### src/rtl/mag_cmp_seq.sv
// Sequential magnitude comparator: MSB-first, DIGIT bits per cycle, with early exit
// at the first differing digit. Signed operands are handled by flipping the MSB on capture.
module mag_cmp_seq #(
    parameter int WIDTH = 16,
    parameter int DIGIT = 2
) (
    input  logic             clk,
    input  logic             rst_n,
    input  logic             start_valid,
    output logic             start_ready,
    input  logic [WIDTH-1:0] a,
    input  logic [WIDTH-1:0] b,
    input  logic             signed_mode,
    output logic             res_valid,
    input  logic             res_ready,
    output logic             agtb,
    output logic             aeqb,
    output logic             altb,
    output logic             busy
);

    localparam int N  = WIDTH / DIGIT;
    localparam int CW = (N > 1) ? $clog2(N) : 1;
    localparam logic [CW-1:0] LAST_STEP = CW'(N - 1);

    typedef enum logic [1:0] {
        IDLE = 2'd0,
        BUSY = 2'd1,
        DONE = 2'd2
    } state_t;

    state_t           state_r;
    logic [WIDTH-1:0] sa_r;
    logic [WIDTH-1:0] sb_r;
    logic [CW-1:0]    cnt_r;
    logic             res_valid_r;
    logic             agtb_r;
    logic             aeqb_r;
    logic             altb_r;
    logic             busy_r;

    logic [DIGIT-1:0] da_s;
    logic [DIGIT-1:0] db_s;
    logic [WIDTH-1:0] sign_flip_s;

    // Offset-binary trick: inverting both MSBs turns a signed compare into an unsigned one.
    assign sign_flip_s = {signed_mode, {(WIDTH-1){1'b0}}};
    assign da_s        = sa_r[WIDTH-1 -: DIGIT];
    assign db_s        = sb_r[WIDTH-1 -: DIGIT];

    // Ready depends only on state and reset so no combinational path exists from the handshakes.
    assign start_ready = rst_n & (state_r == IDLE);
    assign res_valid   = res_valid_r;
    assign agtb        = agtb_r;
    assign aeqb        = aeqb_r;
    assign altb        = altb_r;
    assign busy        = busy_r;

    // Control FSM, operand shift registers and registered result flags.
    always_ff @(posedge clk) begin
        if (!rst_n) begin
            state_r     <= IDLE;
            sa_r        <= {WIDTH{1'b0}};
            sb_r        <= {WIDTH{1'b0}};
            cnt_r       <= {CW{1'b0}};
            res_valid_r <= 1'b0;
            agtb_r      <= 1'b0;
            aeqb_r      <= 1'b0;
            altb_r      <= 1'b0;
            busy_r      <= 1'b0;
        end else begin
            case (state_r)
                IDLE: begin
                    if (start_valid) begin
                        sa_r    <= a ^ sign_flip_s;
                        sb_r    <= b ^ sign_flip_s;
                        cnt_r   <= {CW{1'b0}};
                        state_r <= BUSY;
                    end
                end
                BUSY: begin
                    if (da_s != db_s) begin
                        agtb_r      <= (da_s > db_s);
                        altb_r      <= (da_s < db_s);
                        aeqb_r      <= 1'b0;
                        res_valid_r <= 1'b1;
                        busy_r      <= 1'b0;
                        state_r     <= DONE;
                    end else if (cnt_r == LAST_STEP) begin
                        agtb_r      <= 1'b0;
                        altb_r      <= 1'b0;
                        aeqb_r      <= 1'b1;
                        res_valid_r <= 1'b1;
                        busy_r      <= 1'b0;
                        state_r     <= DONE;
                    end else begin
                        // busy rises one edge after accept, so a first-digit decision never shows it.
                        sa_r   <= sa_r << DIGIT;
                        sb_r   <= sb_r << DIGIT;
                        cnt_r  <= cnt_r + CW'(1);
                        busy_r <= 1'b1;
                    end
                end
                DONE: begin
                    if (res_ready) begin
                        res_valid_r <= 1'b0;
                        agtb_r      <= 1'b0;
                        aeqb_r      <= 1'b0;
                        altb_r      <= 1'b0;
                        state_r     <= IDLE;
                    end
                end
                default: begin
                    state_r     <= IDLE;
                    res_valid_r <= 1'b0;
                    agtb_r      <= 1'b0;
                    aeqb_r      <= 1'b0;
                    altb_r      <= 1'b0;
                    busy_r      <= 1'b0;
                end
            endcase
        end
    end

endmodule

### config.mk
export PLATFORM = sky130hd
export DESIGN_NAME = mag_cmp_seq
export DESIGN_NICKNAME = d
export VERILOG_FILES = /design/src/rtl/mag_cmp_seq.sv
export SDC_FILE = /design/constraint.sdc
export NUM_CORES = 1
export LEC_CHECK = 0
export ABC_AREA = 1
export CORE_ASPECT_RATIO = 1.2
export CORE_MARGIN = 2
export CORE_UTILIZATION = 47
export CTS_BUF_LIST = sky130_fd_sc_hd__clkbuf_8
export CTS_CLUSTER_SIZE = 16
export DETAILED_ROUTE_END_ITERATION = 12
export PLACE_DENSITY = 0.77
export SETUP_SLACK_MARGIN = 0.15
export SYNTH_ARGS = -nofsm -noshare
export SYNTH_HDL_FRONTEND = slang
export SYNTH_SLANG_ARGS = --single-unit
### constraint.sdc
create_clock -name clk -period 1.38 [get_ports clk]
set_input_delay 0.276 -clock clk [delete_from_list [all_inputs] [get_ports clk]]
set_output_delay 0.276 -clock clk [all_outputs]
set_load 0.02 [all_outputs]
### Yosys cells after proc, flatten, opt, wreduce, memory -nomap -nowiden

Cells that the tools add are included.

* register bits after elaboration: 42
* latch bits: 0
* memory bits (writable): 0
* bits in read-only memories: 0
* input port bits: 37
* output and inout bits: 6
* logic and storage cells: 62
* memories kept: 0

* add/sub/neg operators: 1
* multipliers: 0
* divide/modulo/power cells: 0
* order comparisons: 2
* equality and inequality tests: 9
* shift operators: 0
* mux-type cells: 31
* bitwise gates (word level): 4
* reductions and logical operators: 6

Operators with widths (number)
* 16-bit 2-to-1 mux: 6
* 16-bit one-hot mux with 2 select lines: 2
* 16-bit bitwise XOR: 2
* 1-bit one-hot mux with 3 select lines: 4
* 1-bit 2-to-1 mux: 9
* 3-bit 2-to-1 mux: 3
* 2-bit 2-to-1 mux: 4
* 2-bit != test (second input constant): 4
* 2-bit one-hot mux with 3 select lines: 1
* 3-bit one-hot mux with 2 select lines: 1
* 3-bit AND reduction: 2
* 4-bit AND reduction: 1
* 3-bit by 1-bit adder with 3-bit output (second input constant): 1
* 3-bit == test (second input constant): 1
* 3-bit != test (second input constant): 1
* 2-bit by 1-bit == test with 1-bit output (second input constant): 1
* 2-bit == test (second input constant): 1
* 2-bit > comparator: 1
* 2-bit logical NOT: 1
* 2-bit < comparator: 1
* 2-bit != test: 1
* 1-bit one-hot mux with 2 select lines: 1
* 2-bit nonzero test: 1
* 2-bit OR reduction: 1
* other kinds (2): 2

### Longest topological paths before layout

* depth in word-level cells: 4
* mapped depth: 10
* gate-level depth less buffers: 9

### Worst setup path after synthesis

Ideal clock, no wire load.

* kind: reg2reg
* from: reg sb_r[15]
* to: reg sb_r[15]
* setup time: 116 ps
* data arrival time: 1296 ps
* required time: 1264 ps
* setup slack: -32 ps
* cell stages (with the launch flop): 11
* path buffers: 1
* period minus slack after synthesis: 1412 ps
* cell sequence: dfxtp_1 -> inv_1 -> ha_1 -> nand2_1 -> nor2_1 -> nand2_2 -> nand2_4 -> inv_1 -> buf_6 -> nor2_1 -> nor2_1

* word-level cells in the longest chain between the ends: 3

Ends and longest elaborated chain
* start: declaration: line 34 `logic [WIDTH-1:0] sb_r;`
* start signal: assignment: line 64 `sb_r <= {WIDTH{1'b0}};`
* start signal: assignment: line 76 `sb_r <= b ^ sign_flip_s;`
* start signal: assignment: line 99 `sb_r <= sb_r << DIGIT;`
* 2-bit != test: line 82 `if (da_s != db_s) begin`
* 2-bit != test (no source line)
* 4-bit AND reduction (no source line)

No other way between the ends.
A chain may end at the register's enable or synchronous reset.

### Worst setup path in the final report

* from: reg sa_r[14]
* to: reg sb_r[7]

* word-level cells in the longest chain between the ends: 3

Ends and longest elaborated chain
* start: declaration: line 33 `logic [WIDTH-1:0] sa_r;`
* start signal: assignment: line 63 `sa_r <= {WIDTH{1'b0}};`
* start signal: assignment: line 75 `sa_r <= a ^ sign_flip_s;`
* start signal: assignment: line 98 `sa_r <= sa_r << DIGIT;`
* 2-bit != test: line 82
* 2-bit != test (no source line)
* 4-bit AND reduction (no source line)

No other way between the ends.

==> impl_metrics.yaml <==
worst_setup_path:
  endpoint_kind: "flip-flop"
  crit_path_start: "sa_r[14]"
  worstReg2RegStart: "sa_r[14]"
  cp-start-kind: "flip-flop"
  path_class: "reg2reg"
  required_ns: 1.62
  arrival_ns: 1.77
  crit_fanout: 8
clocking:
  cts_buffers: 5
  cts.sinks: 42
  clockRootBuffer: "clkbuf_8"
  htreeDepth: 2
  cts_tree: "built"
  path_clk_slew_ns: 0.08
  clock_latency_ns: 0.30
  cts.path.max_buffers: 2
sta:
  max-slew-margin-rel_pct: 65.7
  period_needed_ns: 1.53
  finalSetupViolCount: 37
  post-route-period-util_pct: 111
  timing.final.ws_setup_ns: -0.150
  max_freq_ghz: 0.654
  timing.setup.tns_ns: -3.32
  fin_skew_ns: 0.00716
  hold_viol: 0
  rsz0062_at_grt: "yes"
  hold_ws_ns: 0.493
  drv_slew: 0
  worstMarginPinSlew_ns: 0.515
finish:
  drive_gt1_share_pct: 27.5
  fin_util_pct: 74.3
  fin_nets: 411
  nFillCells: 308
  stdcell_area_um2: 3120
  multiInputGateArea_um2: 1310
  seqCellArea_um2: 848
  syn2layout_area_growth_pct: 53.3
  antenna_cells: 0
routing:
  viasPerCell: 5.07
  wire_per_inst_um: 13.3
  drt.antenna.violating_nets: 0
  routed_wl_um: 5680
  drt_iter0_drc: 181
  drt-pass1-iter-count: 4
  via_count: 2163
  drc_errors: 0
yosys:
  yosys-top-cells-area: "dfxtp_1 (41%), nand2_1 (19%), nor2_1 (14%)"
  syn_nets: 350
  yosysUniqueCellTypes: 21
  synth_warnings: 0
  synthCells: 309
  synth_edf_count: 0
  synth_most_common_cell: "nand2_1"
  ys_ff_latch: 42
  synth.largest_area_cell: "dfxtp_1"
  synth_top_cells_by_count: "nand2_1 (102), nor2_1 (75), dfxtp_1 (42)"
  netlist.area_leader.share_pct: 41.3
  async_flop_share_pct: 0
  syn_area_um2: 2030
  synth_area_per_cell_um2: 6.58
  seq_area_frac_synth_pct: 41.3
  synth_flop_cell: "dfxtp_1"
hold_path:
  holdCritPathClass: "reg2reg"
  min-delay-start: "res_valid"
grt:
  grt_use_met3_pct: 6.79
  gr-total-overflow: 0
  busiest_layer: "met2"
  grt_pass1_vias: 2209
  grt_max_degree: 41
  grtUsageMet1_pct: 26.1
  track_usage_pct: 24.7
  antenna_found_initial: 0
  met2_usage_pct: 44.1
  grt_pass1_wl_um: 9540
floorplan:
  rows: 26
  die_h_um: 76.1
  start_util_pct: 48.5
  fp.coreArea_um2: 4200
  die_area_um2: 4870
  die_w_um: 64.1
  ioPinCount: 43
power:
  power_uw: 4260
  vdd_drop_max_mv: 0.948
  leakagePower_uw: 0.00143
  power_density_nw_per_um2: 1370
run:
  maxCapViolCount: 0
placement:
  gp_routability_congestion: 0.779
  place_hpwl_um: 2890
  portBuffers: 42
  dpl-instance-area_um2: 2600
status:
  failed_checks: "setup timing"
  status: "complete, but fails checks"
==> cells in the final DEF, fill, tap and decap left out, types with 2 or more instances in the layout <==
cell type        synthesis  final
dfxtp_1                 42     36
nand2_4                  1      4
a22oi_1                  6      3
ha_4                     0      4
nand4_1                  2      2
clkbuf_2                 0      3
buf_4                    1     15
nand2_1                102     98
clkdlybuf4s50_1          0     36
o21ai_1                  0     11
buf_8                    0      4
inv_12                   0      2
nor2_2                   0      4
inv_1                   13     11
nor2_1                  75     63
nand3_4                  1      2
a21oi_2                  0      2
buf_6                    3      7
a22oi_2                  0      3
nand2_2                  1      2
o21ai_2                  0     19
nor2_4                   1      9
o21ai_0                 36      6
dfxtp_2                  0      6
clkbuf_8                 0      6
inv_2                    2      3
==> per-layer routing <==
layer	vias up	wire (um)	part of all wire, %
li1	1090	-	-
met1	986	2190	39
met2	72	3020	53
met3	15	328	5.8
met4	0	143	2.5
met5	-	0	0
==> sequential cells by signal, indices dropped and copies added, names as in the netlist <==
signal     count
agtb           1
aeqb           1
cnt_r          3
busy           1
altb           1
sb_r          16
res_valid      1
sa_r          16
state_r        2
==> report_power, final <==
group	internal (uW)	switching (uW)	leakage [uW]	total, uW
clock network	397	426	0.0000524	822
registers	1450	163	0.000350	1610
logic	847	978	0.00103	1820
total	2690	1570	0.00143	4260
==> path summary, 6_finish.rpt <==
path | to | slack, ns | depth (start not counted)
worst min register to register | res_valid | 0.49 | 2
worst max register to register | sb_r[7] | -0.15 | 9
worst min-delay path | res_valid | 0.49 | 2
worst max-delay path | sb_r[7] | -0.15 | 9
==> what timing repair did <==
action                                  CTS  global route
cloned                                    4             0
endpoints found under the setup margin   48            47
buffers inserted                          4             3
hold buffers                              0             0
resized for setup                       118            16
pin swaps                                26            24
==> logic make-up after synthesis <==
family,share of synthesized area [%]
simple gates,36.7
compound gates,11.8
buf+inv,7.75
flops,41.3
fa+ha+maj,2.46
==> cell type report <==
cell class / count / share of cell area (%)
Clock buffer: 6 / 2.65
Clock inverter: 2 / 0.281
Inverter: 15 / 2.73
Multi-Input combinational cell: 236 / 41.9
Sequential cell: 42 / 27.2
Tap cell: 56 / 2.25
Timing Repair Buffer: 69 / 22.5
Timing Repair inverter: 1 / 0.521
==> per-stage QoR <==
step                instances  setup slack [ns]
detailed placement        408            -0.410
floorplan                 309            0.0377
finish                    427            -0.150
global route              427            -0.205
CTS                       424            -0.110
global placement          408            -0.389
==> critical path, cell delays in order, from the launching register on <==
cell and delay (ns):
dfxtp_2 0.35, inv_2 0.05, ha_4 0.27, nand2_4 0.06
nor2_4 0.09, nand2_4 0.11, nand2_8 0.19, buf_8 0.16
o21ai_2 0.06, nor2_1 0.13
Note: power is estimated with default switching activity, not from simulation.
